--- config.mk ---
export PLATFORM = sky130hd
export DESIGN_NAME = xor_cell_tester
export DESIGN_NICKNAME = d
export VERILOG_FILES = /design/src/rtl/xor_tester_pkg.sv /design/src/rtl/xor_tester_settle_cnt.sv /design/src/rtl/xor_cell_tester.sv
export SDC_FILE = /design/constraint.sdc
export NUM_CORES = 1
export LEC_CHECK = 0
export ABC_AREA = 1
export CAP_MARGIN = 20
export CORE_MARGIN = 2
export CORE_UTILIZATION = 50
export CTS_CLUSTER_DIAMETER = 80
export DETAILED_ROUTE_END_ITERATION = 10
export PLACE_DENSITY = 0.67
export SLEW_MARGIN = 20
export SYNTH_ARGS = -nofsm -noshare
export SYNTH_HDL_FRONTEND = slang
export SYNTH_HIERARCHICAL = 1
export SYNTH_SLANG_ARGS = --single-unit
--- constraint.sdc ---
create_clock -name clk -period 1.55 [get_ports clk]
set_input_delay 0.465 -clock clk [delete_from_list [all_inputs] [get_ports clk]]
set_output_delay 0.465 -clock clk [all_outputs]
set_load 0.05 [all_outputs]
--- src/rtl/xor_tester_pkg.sv ---
// Shared types and helpers for the XOR cell self-test sequencer.
package xor_tester_pkg;

  typedef enum logic [2:0] {
    IDLE,
    APPLY,
    SETTLE,
    SAMPLE,
    DONE
  } state_t;

  localparam int unsigned NUM_VEC = 4;
  localparam int unsigned ERR_W   = 8;

  // Expected cell output for vector index v: A = v[1], B = v[0].
  function automatic logic exp_out(input logic [1:0] v);
    return v[1] ^ v[0];
  endfunction

endpackage

--- src/rtl/xor_tester_settle_cnt.sv ---
// Loadable settle down-counter; expired marks the final settle cycle.
module xor_tester_settle_cnt #(
  parameter int unsigned SETTLE_CYCLES = 4
) (
  input  logic clk,
  input  logic rst,
  input  logic load,
  input  logic en,
  output logic expired
);

  logic [7:0] cnt;

  // Load on entry to SETTLE, count down while settling.
  always_ff @(posedge clk) begin
    if (rst) begin
      cnt <= '0;
    end else if (load) begin
      cnt <= 8'(SETTLE_CYCLES);
    end else if (en && (cnt != '0)) begin
      cnt <= cnt - 8'd1;
    end
  end

  assign expired = (cnt == 8'd1);

endmodule

--- src/rtl/xor_cell_tester.sv ---
// Self-test sequencer for the XOR cell: sweeps all four input vectors,
// settles, samples and scores the cell output.
// Optional macro XOR_TESTER_STOP_ON_FAIL_EN: end the run at the first mismatch.
module xor_cell_tester
  import xor_tester_pkg::*;
#(
  parameter int unsigned SETTLE_CYCLES = 4,
  parameter int unsigned SWEEPS        = 1
) (
  input  logic               clk,
  input  logic               rst,
  input  logic               start,
  input  logic               dut_out,
  output logic               dut_a,
  output logic               dut_b,
  output logic               busy,
  output logic               done,
  output logic               pass,
  output logic [ERR_W-1:0]   err_cnt,
  output logic [NUM_VEC-1:0] fail_vec
);

  state_t     state;
  logic [1:0] idx;
  logic [7:0] sweep;
  logic       expired;
  logic       mismatch;
  logic       stop_hit;
  logic       last_vec;
  logic       last_sweep;
  logic [1:0] next_idx;
  logic [ERR_W-1:0] err_inc;

  xor_tester_settle_cnt #(
    .SETTLE_CYCLES(SETTLE_CYCLES)
  ) u_settle (
    .clk    (clk),
    .rst    (rst),
    .load   (state == APPLY),
    .en     (state == SETTLE),
    .expired(expired)
  );

  // Sample scoring and sweep bookkeeping.
  always_comb begin
    mismatch   = (dut_out != exp_out(idx));
    last_vec   = (idx == 2'(NUM_VEC - 1));
    last_sweep = (sweep == 8'(SWEEPS - 1));
    next_idx   = idx + 2'd1;
    err_inc    = (err_cnt == '1) ? err_cnt : err_cnt + 1'b1;
`ifdef XOR_TESTER_STOP_ON_FAIL_EN
    stop_hit   = mismatch;
`else
    stop_hit   = 1'b0;
`endif
  end

  // Sequencer FSM with registered drive, status and result outputs.
  always_ff @(posedge clk) begin
    if (rst) begin
      state    <= IDLE;
      idx      <= '0;
      sweep    <= '0;
      dut_a    <= 1'b0;
      dut_b    <= 1'b0;
      busy     <= 1'b0;
      done     <= 1'b0;
      pass     <= 1'b0;
      err_cnt  <= '0;
      fail_vec <= '0;
    end else begin
      done <= 1'b0;
      case (state)
        IDLE: begin
          if (start) begin
            state    <= APPLY;
            idx      <= '0;
            sweep    <= '0;
            dut_a    <= 1'b0;
            dut_b    <= 1'b0;
            busy     <= 1'b1;
            err_cnt  <= '0;
            fail_vec <= '0;
          end
        end
        APPLY: state <= SETTLE;
        SETTLE: begin
          if (expired) state <= SAMPLE;
        end
        SAMPLE: begin
          if (mismatch) begin
            err_cnt       <= err_inc;
            fail_vec[idx] <= 1'b1;
          end
          // pass folds in this final sample since err_cnt updates on the same edge.
          if (stop_hit || (last_vec && last_sweep)) begin
            state <= DONE;
            busy  <= 1'b0;
            done  <= 1'b1;
            pass  <= !mismatch && (err_cnt == '0);
          end else begin
            if (last_vec) sweep <= sweep + 8'd1;
            idx   <= next_idx;
            dut_a <= next_idx[1];
            dut_b <= next_idx[0];
            state <= APPLY;
          end
        end
        DONE:    state <= IDLE;
        default: state <= IDLE;
      endcase
    end
  end

endmodule

Word level (Yosys, flattened, before mapping)
Cells that the tools add are included. W data, S select, Z words.

Flip-flop bits (word level): 38. Input bits: 4. Output and inout port bits: 17. Word-level logic and storage cells: 85.

$add $sub $neg: 4. Magnitude comparators: 2. Eq/ne operators: 14. Multiplexer cells: 30. Bitwise operators: 3. Reduce and logical (&&, ||, !) cells: 20.

Operators by type and width (number): $mux W8 (5); $pmux W8 S2 (2); $add A8 B1 Y8 const B (2); $logic_not A8 Y1 (2); $mux W3 (5); $ne A2 B2 Y1 const B (7); $pmux W3 S4 (1); $reduce_and A3 Y1 (3); $eq A8 B1 Y1 const B (1); $eq A8 B8 Y1 const B (1); $mux W4 (2); $pmux W4 S2 (1); $reduce_and A4 Y1 (2); $reduce_bool A8 Y1 (1); $sub A8 B1 Y8 const B (1); $mux W1 (7); $eq A3 B2 Y1 const B (2); $pmux W1 S2 (3); $logic_and A1 B1 Y1 (4); $mux W2 (2); $or A4 B4 Y4 (1); $pmux W2 S2 (1); $reduce_and A2 Y1 (2); $reduce_bool A2 Y1 (2); other kinds (12) (13).

Longest topological paths before layout
Gate-level depths: netlist (run 1).

Depth after elaboration: 7. Depth in mapped cells: 10. Gate-level depth less buffers: 10.

Cells and area by module
Netlist (run 1), hierarchy kept.

By module, submodules not included: xor_cell_tester (instances 1, cells an instance 247, area an instance 1626.6 um^2, seq. area each 560.5 um^2); xor_tester_settle_cnt (instances 1, cells an instance 80, area an instance 543.0 um^2, seq. area each 160.2 um^2).

Worst setup path after synthesis (run 1)
Ideal clock, no wire load.

Path type: register -> register. Start: register idx[0]. End: register err_cnt[5]. Setup time: 0.114 ns. Arrival: 1.732 ns. Required time: 1.436 ns. Slack: -0.296 ns. Stages on the path, launching flop included: 9. Buffers on the path: 0. Period minus slack after synthesis: 1.846 ns. Path through: dfxtp_1 -> inv_1 -> ha_1 -> xnor2_1 -> nand2_2 -> nand3_2 -> nor2_1 -> nor2_1 -> nor2_1.

Longest elaborated chain between the ends: 4.

Ends and longest elaborated chain: start, declared (RTL line xor_cell_tester.sv:24) `logic [1:0] idx;`; start signal, assigned (RTL line xor_cell_tester.sv:103) `idx <= next_idx;`; $xor A1 B1 Y1 (RTL line xor_tester_pkg.sv:17) `return v[1] ^ v[0];`; $ne A1 B1 Y1 (RTL line xor_cell_tester.sv:46) `mismatch = (dut_out != exp_out(idx));`; $ne A2 B2 Y1 (no line); $reduce_and A4 Y1 (no line); end signal, assigned (RTL line xor_cell_tester.sv:92) `err_cnt <= err_inc;`; end, declared (RTL line xor_cell_tester.sv:19) `output logic [ERR_W-1:0] err_cnt,`.

Every way passes these cells. A chain may end at the register's enable or synchronous reset.

==> results.ini, run 1 <==
[status]
status=finished clean

[power]
powerDensity_nw_per_um2=936.9
power.share.clock=0.254
p_leak_nw=1.230
ir_worst_vdd_mv=0.5402
combPwrFrac=0.367
netSwitchingFraction=0.3492
power.switching_w=0.0009554
p_int_w=0.001780
p_seq_frac=0.379
finalPower_w=0.002736

[cts]
cts_tree=done
clockRootBuffer=clkbuf_8
clk_pin_slew_ps=70
numClockSinks=36
htreeDepth=2
insertion_delay_ps=280
cts_buffers=5
clock_path_buffers=2

[worst_setup_path]
critPathKind=reg2out
critical_path_buf_inv_count=3
r2r-end=sweep[4]
cp_max_fo=3
reg2reg_from=dut_a
crit_family=buffers and inverters
cp.arrival_ps=1050
required_ps=1080
crit_cells=3
startpoint_type=flip-flop
endpoint_kind=output pin
slowest_delay_ps=350
r2r_slack_ps=100
cp_common_cell=buf_4
worstPathCellList=buf_4, buf_4, buf_12
reg2regPathDepth=9
startpoint=idx[0]
crit_end=dut_b
cpMaxStageDelayCell=dfxtp_4

[placement]
place_ws_ps=-190.1
port_buffers=20
dpl.hpwl_microns=3601
place_congestion=0.8582

[sta]
worstMarginPinSlew_ps=325.8
rsz0062_at_grt=false
period_minus_slack_ps=1516
maxSlewHeadroom=0.7825
setup_viol=0
slew_viol_final=0
fin_skew_ps=7.452
max_freq_mhz=659.6
hold_viol=0
post-route-period-util=0.9780
layout_setup_ws_ps=34.02

[logic_synthesis]
ys_types=32
synthCells=327
netlist_area_sq_um=2170
synth.top_cell.area_share=0.3322
synthTopCellsByArea=dfxtp_1 (33%), nand2_1 (17%), nor2_1 (7.6%)
ys_warn_count=6
syn-num-nets=342
synth.yosys.seq_area_share=0.3322
postSynthAreaPerCell_sq_um=6.635
yosysTopAreaCell=dfxtp_1
ys_seq_elements=36

[cells_and_area]
syn_to_final_growth_pct=34.60
nets=387
final_common_cell=nand2_1
final_cell_mix=nand2_1 (96), nor2_1 (42), dfxtp_1 (29)
regArea_sq_um=734.5
insertedDiodeCount=0
nFillCells=365
utilization=0.7146
multi_input_area_sq_um=1323
drive_gt1_frac=0.2547

[drt]
avgRoutedWirePerCell_microns=11.43
dr.pass1.iters=4
viasPerCell=4.943
drc=0
drt-total-wl_microns=4836
drt.antenna.violating_nets=0
drtIter0Drc=68
vias=2091

[global_routing]
grtUsageTotal=0.2094
antenna_found_initial=0
grt_pass1_wl_microns=8438
grt_max_degree=12
overflow=0
first_global_vias=1957

[floorplanning]
die_area_sq_um=4882
rows=23
core-area_sq_um=4086
start_util=0.5309
ios=21
die_h_microns=69.87
die_w_microns=69.87

[flow_run]
drv_cap=0

[worst_hold_path]
hold_class=reg2reg

Yosys cell counts:
cell,count
a21oi_1,24
inv_2,12
nor3_1,3
clkbuf_1,2
nand3_4,1
nor3b_1,2
xor2_1,4
buf_2,1
buf_6,1
o21a_1,1
or2_1,1
nand2_4,5
clkinv_1,3
a21oi_2,1
dfxtp_1,36
o21ai_0,2
nand4_1,4
nor2_4,2
xnor2_1,3
nor2_2,4
nand3b_1,1
nand3_1,17
o2111ai_1,1
nand2_2,5
nand2_1,97
nand3_2,3
inv_1,30
or2_2,1
nor2_1,44
o21ai_1,3
ha_1,11
a22oi_1,2
flip-flops by register name, indices dropped and copies added (netlist names):
name          count
err_cnt           8
sweep             8
u_settle/cnt      8
fail_vec          4
state             3
busy              1
done              1
dut_a             1
idx               1
pass              1
worst register-to-register path, cell delays in order, from the launching register on:
cell     delay, ps
dfxtp_4        350
buf_4          130
ha_4           150
nand2_1         60
nor2_2         130
buf_4          130
nand3_4        120
nand2_4        120
nand2_1         50
a21oi_1        130
stage by stage:
step / cell area [sq um] / hold slack (ps) / instances / setup TNS [ps]
finish: 2920 / 451.3 / 423 / 0
global route: 2920 / 467.6 / 423 / 0
CTS: 2865 / 484.4 / 422 / 0
detailed placement: 2746 / 472.8 / 414 / -3403
global placement: 2746 / 464.6 / 414 / -3317
floorplan: 2180 / 447.0 / 327 / 0
metal layers:
layer,global-route usage,share of wire
met5,0,0
met4,0.05342,0.0093
met3,0.04618,0.036
met2,0.3534,0.49
met1,0.2710,0.47
worst min path at each step:
stage                          from              end  slack, ps  depth (start not counted)
floorplan                  state[0]         state[0]        450                          1
global route               state[0]         state[0]        470                          1
global placement           state[0]         state[0]        460                          1
detailed placement  u_settle/cnt[7]  u_settle/cnt[7]        470                          2
finish                     state[0]         state[0]        450                          1
CTS                 u_settle/cnt[7]  u_settle/cnt[7]        480                          2
power groups by stage:
stage / clock network, W / registers [W] / logic (W)
3_3_place_gp: 0 / 0.00106 / 0.000918
3_5_place_dp: 0 / 0.00106 / 0.000930
5_1_grt: 0.000759 / 0.00105 / 0.00111
4_1_cts: 0.000722 / 0.00104 / 0.000958
2_1_floorplan: 0 / 0.00115 / 0.000501
6_report: 0.000695 / 0.00104 / 0.00100
logic make-up (layout without fill, tap and decap cells):
kind of cell	count (synthesis)	in the layout	synth area share
AOI/OAI and AO/OA	34	34	0.08535
xor gates and xnor gates	7	7	0.02826
adders and majority gates	11	11	0.06344
buffers and inverters	49	95	0.08881
DFF	36	36	0.3322
and+or+nand+nor	190	190	0.4020
timing repair:
item                       CTS  global route
setup endpoints to repair   15            21
pin swaps                    1             5
buffers inserted             0             1
resized for setup            4            13
hold buffers                 0             0
area by class of cell:
class | instances | area share
clock buffers | 7 | 0.02956
clock inverters | 1 | 0.002571
repair buffers | 42 | 0.1842
flip-flops and latches | 36 | 0.2515
well taps | 50 | 0.02142
inverters | 45 | 0.05784
multi-input cells | 242 | 0.4529
Note: power is estimated with default switching activity, not from simulation.
==> run 2: changes to the inputs <==
--- a/config.mk
+++ b/config.mk
@@ -6,7 +6,6 @@
 export NUM_CORES = 1
 export LEC_CHECK = 0
 export ABC_AREA = 1
-export CAP_MARGIN = 20
 export CORE_MARGIN = 2
 export CORE_UTILIZATION = 50
 export CTS_CLUSTER_DIAMETER = 80
==> results of run 2 <==
Same layout as run 1: the final DEF is identical, and so are final timing and power.
==> run 3: changes to the inputs <==
--- a/config.mk
+++ b/config.mk
@@ -10,7 +10,7 @@
 export CORE_UTILIZATION = 50
 export CTS_CLUSTER_DIAMETER = 80
 export DETAILED_ROUTE_END_ITERATION = 10
-export PLACE_DENSITY = 0.67
+export PLACE_DENSITY_LB_ADDON = 0.12
 export SLEW_MARGIN = 20
 export SYNTH_ARGS = -nofsm -noshare
 export SYNTH_HDL_FRONTEND = slang
==> results.ini, run 3 (synthesis results as in run 1) <==
[status]
status=finished clean

[drt]
viasPerCell=5.019
avgRoutedWirePerCell_microns=12.07
drc=0
drt-total-wl_microns=5155
vias=2143
dr.pass1.iters=4
drt.antenna.violating_nets=0
drtIter0Drc=102

[power]
finalPower_w=0.002884
powerDensity_nw_per_um2=975.0
p_int_w=0.001891
p_seq_frac=0.359
netSwitchingFraction=0.3443
combPwrFrac=0.357
p_leak_nw=1.265
power.share.clock=0.284
power.switching_w=0.0009930
ir_worst_vdd_mv=0.6364

[cts]
clock_path_buffers=2
cts_hold_buf=0
clockRootBuffer=clkbuf_8
htreeDepth=2
clk_pin_slew_ps=80
cts_tree=done
insertion_delay_ps=290
cts_buffers=5
numClockSinks=36

[global_routing]
grt_max_degree=13
antenna_found_initial=0
grtUsageTotal=0.2134
first_global_vias=1984
grt_pass1_wl_microns=8583
overflow=0

[cells_and_area]
insertedDiodeCount=0
top_regs=err_cnt: 8 flops, sweep: 8 flops, u_settle/cnt: 8 flops
nets=391
drive_gt1_frac=0.2546
final_cell_area_sq_um=2958
final_cell_mix=nand2_1 (96), nor2_1 (42), dfxtp_1 (31)
syn_to_final_growth_pct=36.33
nFillCells=337
utilization=0.7238
final_common_cell=nand2_1
regArea_sq_um=732.0
multi_input_area_sq_um=1318

[placement]
place_congestion=0.8820
dpl-instance-area_sq_um=2754
port_buffers=20
dpl.hpwl_microns=3655

[sta]
hold_viol=0
worstMarginPinSlew_ps=351.3
fin_skew_ps=6.490
maxSlewHeadroom=0.7640
slew_viol_final=0
max_freq_mhz=669.9
period_minus_slack_ps=1493
setup_viol=0
post-route-period-util=0.9630
setup_tns_ps=0

[worst_hold_path]
worst_hold_startpoint=sweep[7]
hold_class=reg2reg
whs_endpoint=sweep[7]
holdPathStages=2

[worst_setup_path]
reg2regPathDepth=9
r2r_slack_ps=60
reg2reg_from=idx[0]
startpoint_type=flip-flop
required_ps=1730
startpoint=idx[0]
cp.arrival_ps=1680
critPathKind=reg2reg
endpoint_kind=flip-flop
cp_max_fo=8
r2r-end=err_cnt[1]

[flow_run]
drv_cap=0

[floorplanning]
core-area_sq_um=4086
ios=21
die_w_microns=69.87
die_area_sq_um=4882
rows=23
start_util=0.5309
die_h_microns=69.87

==> run 3: cell types whose count changed in the layout (fill, tap and decap cells not counted), sizes merged <==
cell	previous run	this run
buf	39	43
bufinv	0	1
clkbuf	7	5
clkdlybuf4s50	2	1
clkinv	3	5
clkinvlp	1	0
dlymetal6s2s	1	2
==> run 3: layout make-up <==
cell class | instances | share of cell area
inverters | 45 | 0.05711
multi-input cells | 242 | 0.4454
well taps | 50 | 0.02115
clock inverters | 3 | 0.01269
clock buffers | 5 | 0.02327
repair buffers | 46 | 0.1929
flip-flops and latches | 36 | 0.2475
==> run 3: worst max-delay path by stage <==
stage               slack, ps         end
global placement         -210    sweep[1]
CTS                        10  err_cnt[0]
global route              -20        pass
detailed placement       -220    sweep[7]
floorplan                   5  err_cnt[1]
finish                     60  err_cnt[1]
==> run 3: power by group through the flow <==
| stage | clock [W] | sequential, W | combinational (W) |
|---|---|---|---|
| after global placement | 0 | 0.00105 | 0.000925 |
| after global routing | 0.000866 | 0.00104 | 0.00112 |
| after floorplan | 0 | 0.00115 | 0.000501 |
| after CTS | 0.000831 | 0.00103 | 0.000972 |
| after detailed placement | 0 | 0.00105 | 0.000938 |
| final | 0.000819 | 0.00104 | 0.00103 |
==> run 3: critical path, cell delays in order, from the launching register on <==
cell     delay [ps]
dfxtp_4         350
inv_2            50
ha_4            260
xnor2_4         130
nand2_2         120
nand2_2          80
nor2_4          200
nand2_1          80
nand2_1          80
nor2_1           40
==> run 3: per-stage QoR <==
step                hold WS (ps)  cells  worst slack, ps
floorplan                  447.0    327            5.264
global placement           461.1    415           -214.0
detailed placement         474.7    415           -222.6
CTS                        483.2    423            11.53
global route               500.9    427           -23.23
finish                     486.5    427            57.35
==> run 3: what timing repair did <==
item,CTS,global route
buffers inserted,0,4
endpoints found under the setup margin,10,19
gates resized for setup,4,11
pin swaps,1,10
==> run 3: layer usage <==
| layer | routed length (microns) | vias to the layer above | GRT usage | part of all wire |
|---|---|---|---|---|
| met1 | 2375 | 980 | 0.2736 | 0.46 |
| met3 | 201 | 4 | 0.04040 | 0.039 |
| li1 | - | 1115 | - | - |
| met4 | 40 | 0 | 0.05556 | 0.0078 |
| met5 | 0 | - | 0 | 0 |
| met2 | 2537 | 44 | 0.3672 | 0.49 |
